[config.mk]
export PLATFORM = sky130hd
export DESIGN_NAME = risc32_wb_arbiter_flat
export DESIGN_NICKNAME = d
export VERILOG_FILES = /design/src/rtl/risc32_wb_arbiter_if.sv /design/src/rtl/risc32_wb_arbiter.sv /design/src/flat_wrapper.sv
export SDC_FILE = /design/constraint.sdc
export NUM_CORES = 1
export LEC_CHECK = 0
export ABC_AREA = 0
export CAP_MARGIN = 20
export CORE_ASPECT_RATIO = 1.5
export CORE_MARGIN = 1
export CORE_UTILIZATION = 35
export DETAILED_ROUTE_END_ITERATION = 16
export DONT_BUFFER_PORTS = 1
export SKIP_LAST_GASP = 1
export SLEW_MARGIN = 10
export SYNTH_ARGS = -nofsm -noshare
export SYNTH_HDL_FRONTEND = slang
export SYNTH_SLANG_ARGS = --single-unit
export TNS_END_PERCENT = 10
[constraint.sdc]
create_clock -name clk -period 2.7 [get_ports clk]
set_input_delay 0.54 -clock clk [delete_from_list [all_inputs] [get_ports clk]]
set_output_delay 0.54 -clock clk [all_outputs]
set_load 0.02 [all_outputs]
[src/rtl/risc32_wb_arbiter_if.sv]
// risc32_wb_arbiter_if
//   Bundles the writeback arbiter's bus signals: two writeback requesters
//   (A = pipeline, B = multi-cycle mul/div unit), B's issue notification,
//   two scoreboard hazard query ports, the register-file write port and the
//   sticky scoreboard error flag.
//   Modports:
//     slave  - the arbiter side (takes requests, drives ready/write/busy)
//     master - the environment side (drives requests, issues and queries)
interface risc32_wb_arbiter_if;
  logic        a_valid_i;
  logic [4:0]  a_waddr_i;
  logic [31:0] a_wdata_i;
  logic        a_ready_o;

  logic        b_valid_i;
  logic [4:0]  b_waddr_i;
  logic [31:0] b_wdata_i;
  logic        b_ready_o;

  logic        b_issue_i;
  logic [4:0]  b_issue_addr_i;

  logic [4:0]  q1_addr_i;
  logic [4:0]  q2_addr_i;
  logic        q1_busy_o;
  logic        q2_busy_o;

  logic        we_o;
  logic [4:0]  waddr_o;
  logic [31:0] wdata_o;
  logic        sb_err_o;

  modport slave (
    input  a_valid_i, a_waddr_i, a_wdata_i,
    output a_ready_o,
    input  b_valid_i, b_waddr_i, b_wdata_i,
    output b_ready_o,
    input  b_issue_i, b_issue_addr_i,
    input  q1_addr_i, q2_addr_i,
    output q1_busy_o, q2_busy_o,
    output we_o, waddr_o, wdata_o, sb_err_o
  );

  modport master (
    output a_valid_i, a_waddr_i, a_wdata_i,
    input  a_ready_o,
    output b_valid_i, b_waddr_i, b_wdata_i,
    input  b_ready_o,
    output b_issue_i, b_issue_addr_i,
    output q1_addr_i, q2_addr_i,
    input  q1_busy_o, q2_busy_o,
    input  we_o, waddr_o, wdata_o, sb_err_o
  );
endinterface

[src/rtl/risc32_wb_arbiter.sv]
// risc32_wb_arbiter
//   Arbitrates the single register-file write port between the pipeline
//   writeback (A, fixed priority) and a multi-cycle unit (B). B is given a
//   forced grant after STARVE_LIMIT consecutive stalled cycles. A 31-entry
//   scoreboard tracks registers with an outstanding B result and answers two
//   hazard queries combinationally.
//   Ports:
//     clk  - clock, rising edge
//     rst  - asynchronous active-low reset
//     bus  - risc32_wb_arbiter_if.slave (requests, ready, write port,
//            scoreboard issue/query, sticky sb_err_o)
module risc32_wb_arbiter #(
  parameter int unsigned STARVE_LIMIT = 4
) (
  input  logic                      clk,
  input  logic                      rst,
  risc32_wb_arbiter_if.slave        bus
);

  localparam logic [3:0] LIMIT = 4'(STARVE_LIMIT);

  logic [3:0]  starve_cnt;
  logic        force_b;
  logic        a_ready;
  logic        b_ready;
  logic        a_xfer;
  logic        b_xfer;

  logic        we_p1;
  logic [4:0]  waddr_p1;
  logic [31:0] wdata_p1;

  // Bit 0 is never set, so queries of r0 read as not busy for free.
  logic [31:0] pending;
  logic [31:0] set_vec;
  logic [31:0] clr_vec;
  logic        sb_err;
  logic        dup_issue;

  assign force_b = (starve_cnt == LIMIT);
  assign b_ready = force_b | ~bus.a_valid_i;
  assign a_ready = ~(force_b & bus.b_valid_i);
  assign a_xfer  = bus.a_valid_i & a_ready;
  assign b_xfer  = bus.b_valid_i & b_ready;

  assign bus.a_ready_o = a_ready;
  assign bus.b_ready_o = b_ready;

  always_comb begin
    set_vec = '0;
    clr_vec = '0;
    if (bus.b_issue_i && (bus.b_issue_addr_i != 5'd0))
      set_vec[bus.b_issue_addr_i] = 1'b1;
    if (b_xfer)
      clr_vec[bus.b_waddr_i] = 1'b1;
    set_vec[0] = 1'b0;
  end

  // A re-issue is only an error if the register is not being retired on the
  // same edge; retire-and-reissue is the normal back-to-back case.
  assign dup_issue = |(set_vec & pending & ~clr_vec);

  assign bus.q1_busy_o = pending[bus.q1_addr_i];
  assign bus.q2_busy_o = pending[bus.q2_addr_i];

  // ---- stage p1: registered write port, starvation counter, scoreboard ----
  always_ff @(posedge clk or negedge rst) begin
    if (!rst) begin
      starve_cnt <= '0;
      we_p1      <= 1'b0;
      waddr_p1   <= '0;
      wdata_p1   <= '0;
      pending    <= '0;
      sb_err     <= 1'b0;
    end else begin
      if (b_xfer || !bus.b_valid_i)
        starve_cnt <= '0;
      else if (starve_cnt != LIMIT)
        starve_cnt <= starve_cnt + 4'd1;

      // Writes to r0 still complete the handshake but never reach the file.
      if (a_xfer) begin
        we_p1    <= (bus.a_waddr_i != 5'd0);
        waddr_p1 <= bus.a_waddr_i;
        wdata_p1 <= bus.a_wdata_i;
      end else if (b_xfer) begin
        we_p1    <= (bus.b_waddr_i != 5'd0);
        waddr_p1 <= bus.b_waddr_i;
        wdata_p1 <= bus.b_wdata_i;
      end else begin
        we_p1    <= 1'b0;
      end

      // Set wins over clear when both hit the same register.
      pending <= (pending & ~clr_vec) | set_vec;

      if (dup_issue)
        sb_err <= 1'b1;
    end
  end

  assign bus.we_o     = we_p1;
  assign bus.waddr_o  = waddr_p1;
  assign bus.wdata_o  = wdata_p1;
  assign bus.sb_err_o = sb_err;

endmodule

[src/flat_wrapper.sv]
// flat-port wrapper written by rule: the top's interface ports become plain ports
module risc32_wb_arbiter_flat 
#(
  parameter int unsigned STARVE_LIMIT = 4
)
  (clk, rst, bus_a_valid_i, bus_a_waddr_i, bus_a_wdata_i, bus_a_ready_o, bus_b_valid_i, bus_b_waddr_i, bus_b_wdata_i, bus_b_ready_o, bus_b_issue_i, bus_b_issue_addr_i, bus_q1_addr_i, bus_q2_addr_i, bus_q1_busy_o, bus_q2_busy_o, bus_we_o, bus_waddr_o, bus_wdata_o, bus_sb_err_o);
  risc32_wb_arbiter_if bus_i ();
  input  logic clk;
  input  logic rst;
  input wire logic [$bits(bus_i.a_valid_i)-1:0] bus_a_valid_i;
  input wire logic [$bits(bus_i.a_waddr_i)-1:0] bus_a_waddr_i;
  input wire logic [$bits(bus_i.a_wdata_i)-1:0] bus_a_wdata_i;
  output wire logic [$bits(bus_i.a_ready_o)-1:0] bus_a_ready_o;
  input wire logic [$bits(bus_i.b_valid_i)-1:0] bus_b_valid_i;
  input wire logic [$bits(bus_i.b_waddr_i)-1:0] bus_b_waddr_i;
  input wire logic [$bits(bus_i.b_wdata_i)-1:0] bus_b_wdata_i;
  output wire logic [$bits(bus_i.b_ready_o)-1:0] bus_b_ready_o;
  input wire logic [$bits(bus_i.b_issue_i)-1:0] bus_b_issue_i;
  input wire logic [$bits(bus_i.b_issue_addr_i)-1:0] bus_b_issue_addr_i;
  input wire logic [$bits(bus_i.q1_addr_i)-1:0] bus_q1_addr_i;
  input wire logic [$bits(bus_i.q2_addr_i)-1:0] bus_q2_addr_i;
  output wire logic [$bits(bus_i.q1_busy_o)-1:0] bus_q1_busy_o;
  output wire logic [$bits(bus_i.q2_busy_o)-1:0] bus_q2_busy_o;
  output wire logic [$bits(bus_i.we_o)-1:0] bus_we_o;
  output wire logic [$bits(bus_i.waddr_o)-1:0] bus_waddr_o;
  output wire logic [$bits(bus_i.wdata_o)-1:0] bus_wdata_o;
  output wire logic [$bits(bus_i.sb_err_o)-1:0] bus_sb_err_o;
  assign bus_i.a_valid_i = bus_a_valid_i;
  assign bus_i.a_waddr_i = bus_a_waddr_i;
  assign bus_i.a_wdata_i = bus_a_wdata_i;
  assign bus_a_ready_o = bus_i.a_ready_o;
  assign bus_i.b_valid_i = bus_b_valid_i;
  assign bus_i.b_waddr_i = bus_b_waddr_i;
  assign bus_i.b_wdata_i = bus_b_wdata_i;
  assign bus_b_ready_o = bus_i.b_ready_o;
  assign bus_i.b_issue_i = bus_b_issue_i;
  assign bus_i.b_issue_addr_i = bus_b_issue_addr_i;
  assign bus_i.q1_addr_i = bus_q1_addr_i;
  assign bus_i.q2_addr_i = bus_q2_addr_i;
  assign bus_q1_busy_o = bus_i.q1_busy_o;
  assign bus_q2_busy_o = bus_i.q2_busy_o;
  assign bus_we_o = bus_i.we_o;
  assign bus_waddr_o = bus_i.waddr_o;
  assign bus_wdata_o = bus_i.wdata_o;
  assign bus_sb_err_o = bus_i.sb_err_o;
  risc32_wb_arbiter #(.STARVE_LIMIT(STARVE_LIMIT)) u_core (.clk(clk), .rst(rst), .bus(bus_i));
endmodule
==> results.md <==
- P_leak: 2.087 nW
- Post-CTS setup buffer count: 0
- Number of flops mapped to enable cells by yosys: 0
- Ys flop type: dfrtp_1
- Synth warn: 0
- Root buffer cell: clkbuf_16
- Routed Antenna Nets: 0
- Largest net degree at the start of global routing: 76
- Layout cells sized above 1: 0.1486
- Final Non-Filler Cells: 574
- Initial Util: 0.3644
- Fin. max-slew vios: 0
- Sequential share of power: 0.448
- Rows: 48
- CTS clk-pin slew, worst paths: 0.06 ns
- Number of buffers created by CTS: 9
- Vias/cell: 6.179
- Crit path launch type: flip-flop
- Layout net count: 515
- WL final: 12710 um
- DRC Markers: 0
- Detailed Routing Iterations Pass 1: 4
- WP data arrival: 2.12 ns
- Slew @ Worst Pin: 0.6596 ns
- Drt wl/cell: around 22 um
- Area delta synth->final: 12.91%
- First-pass GRT wire length: 19670 um
- Die area: between 10000 and 15000 um2
- Via count: 3547
- Setup crit end kind: output pin
- Placed instance area: approximately 4400 um2
- # port buffers: 0
- Gr usage total: 0.2113
- Average instance area after synthesis: between 9 and 10 um2
- Final hold vios: 0
- Synth top area cells: dfrtp_1, mux4_2, nand2_1
- Switch Pwr: 0.9781 mW
- Top cells by count, synth: nand2_1, dfrtp_1, a22oi_1
- Post-Synthesis Cell Area: 4245 um2
- Final core occ: 0.4114
- Worst-path fanout max: 4
- Setup TNS: 0 ns
- Combinational share of power: 0.146
- Share of total power in the clock network: 0.406
- RePlAce Congestion: 0.8747
- Worst skew pair latency: 0.34 ns
- CTS tree: done
- FF+latch count, synth: 75
- Peak VDD IR: 0.0003385 V
- Maximum clock rate: 376.1 MHz
- Leading area contributor after synthesis: dfrtp_1
- Outcome: finished, final reports clean
- Clk buf depth: 2
- Top-count cell post-synth: nand2_1
- Mapped Cells: 427
- Max-cap viol count: 0
- IO Pins: 137
- Vias in the first global route: 3589
- Final instance area: 4793 um2
- Core Box Area: 11650 um2
- HPWL after detailed placement: 9413 um
- Hold-fix buffers, CTS: 1
- Slew margin rel.: 0.5583
- GRT Residual Overflow: 0
- Fin crit period: 2.659 ns
- Final period utilization: 0.9848
- R2R depth: 8
- CTS H-tree lvls: 3
- Worst hold slack: 0.08743 ns
- Count of cell types in the netlist: 50
- Async SR Flop Fraction: 1.000
- Die width: 91.93 um
- Internal Power: 2.551 mW
- Worst Skew: 0.005406 ns
- DR iter-0 viols: 188
- Initial antenna violation count: 0
- Yosys top cell area share: 0.4421
- Diodes inserted: 0
- Post_cts resized: 0
- CP required: 2.16 ns
- Post-synthesis sequential area ratio: 0.4421
- Inst Count DP: 557
- Syn_nets: ~520
- RSZ-0062 raised after global routing: no
- Crit Path Category: flip-flop to output pin
- Worst Hold Class: primary input to async pin
- # clock sinks: 75
- Final setup vio count: 0
- P per Cell Area: 736.2 nW/um2
- Switching share of power: 0.2772
- Vert. Die Dim: 136.9 um
[metal layers]
layer  track usage  part of all wire
met5             0                 0
met4        0.1102             0.037
met3       0.05889             0.082
met2        0.3905              0.53
met1        0.2145              0.35
[cell families after synthesis]
family                     Yosys count  synth area share
AOI/OAI and AO/OA                  104            0.1933
xor gates and xnor gates             2          0.004127
adders and majority gates            2          0.005894
buffers and inverters               39           0.03507
DFF                                 75            0.4421
muxes                               23            0.1138
and+or+nand+nor                    182            0.2057
[metrics by stage]
| step | power (mW) | setup WS, ns |
|---|---|---|
| final | 3.529 | 0.04091 |
| after global routing | 3.663 | 0.007724 |
| after CTS | 3.553 | 0.04394 |
| after detailed placement | 2.082 | 0.2365 |
| after global placement | 2.054 | 0.3205 |
| after floorplan | 1.928 | -0.1066 |
[worst max-delay path, stage by stage, from the launching register on]
cell     delay (ns)
dfrtp_1        0.46
mux4_2         0.49
mux4_2         0.49
mux2_2         0.34
[layout by cell type (no fill, tap or decap), types with 2 or more instances in the layout]
cell / instances
a311oi_1: 2
a21oi_2: 2
a32o_1: 2
o2111ai_1: 3
a221o_1: 2
nor2_1: 12
inv_1: 8
clkbuf_16: 9
mux2_2: 2
ha_1: 2
nand3_1: 10
a21o_1: 3
o21ai_0: 7
and3b_1: 5
nand3b_1: 3
a22o_1: 26
nor3b_2: 3
dfrtp_1: 75
buf_4: 11
mux4_2: 20
bufinv_16: 3
nand4_1: 4
a21boi_0: 2
nor3b_1: 3
a21oi_1: 7
o31ai_1: 2
clkbuf_8: 2
a22oi_1: 37
and3_1: 9
and2_1: 3
nand4b_1: 3
nor3_1: 4
nand2_1: 115
[registers in the layout, summed over array words and instances (netlist names)]
| name | count |
|---|---|
| u_core.bus.wdata_o | 32 |
| u_core.pending | 32 |
| u_core.bus.waddr_o | 5 |
| u_core.starve_cnt | 4 |
| u_core.bus.sb_err_o | 1 |
| u_core.bus.we_o | 1 |
[path summary, 6_finish.rpt]
kind / from / end / slack, ns
worst min register to register: u_core.starve_cnt[0] / u_core.starve_cnt[0] / 0.49
worst max-delay path: u_core.pending[30] / bus_q2_busy_o / 0.04
worst max register to register: u_core.starve_cnt[0] / u_core.bus.sb_err_o / 0.22
max in group asynchronous: rst / u_core.pending[28] / 2.29
min in group clk: bus_b_waddr_i[1] / u_core.bus.waddr_o[1] / 0.32
worst min-delay path: rst / u_core.bus.sb_err_o / 0.09
[final cells by class]
| class | instances | area (um2) |
|---|---|---|
| Fill cell | 1158 | 6858 |
| Multi-Input combinational cell | 313 | 2228 |
| Sequential cell | 75 | 1877 |
| Clock buffer | 11 | 252.7 |
| Tap cell | 150 | 187.7 |
| Timing Repair Buffer | 12 | 110.1 |
| Clock inverter | 5 | 107.6 |
| Inverter | 8 | 30.03 |
[power by group through the flow]
stage               clock (mW)  sequential, mW  combinational, mW
floorplan                    0            1.49              0.441
detailed placement           0            1.59              0.492
global route              1.50            1.60              0.564
CTS                       1.46            1.57              0.519
finish                    1.43            1.58              0.515
global placement             0            1.58              0.471
Power figures use the tool's default switching activity.
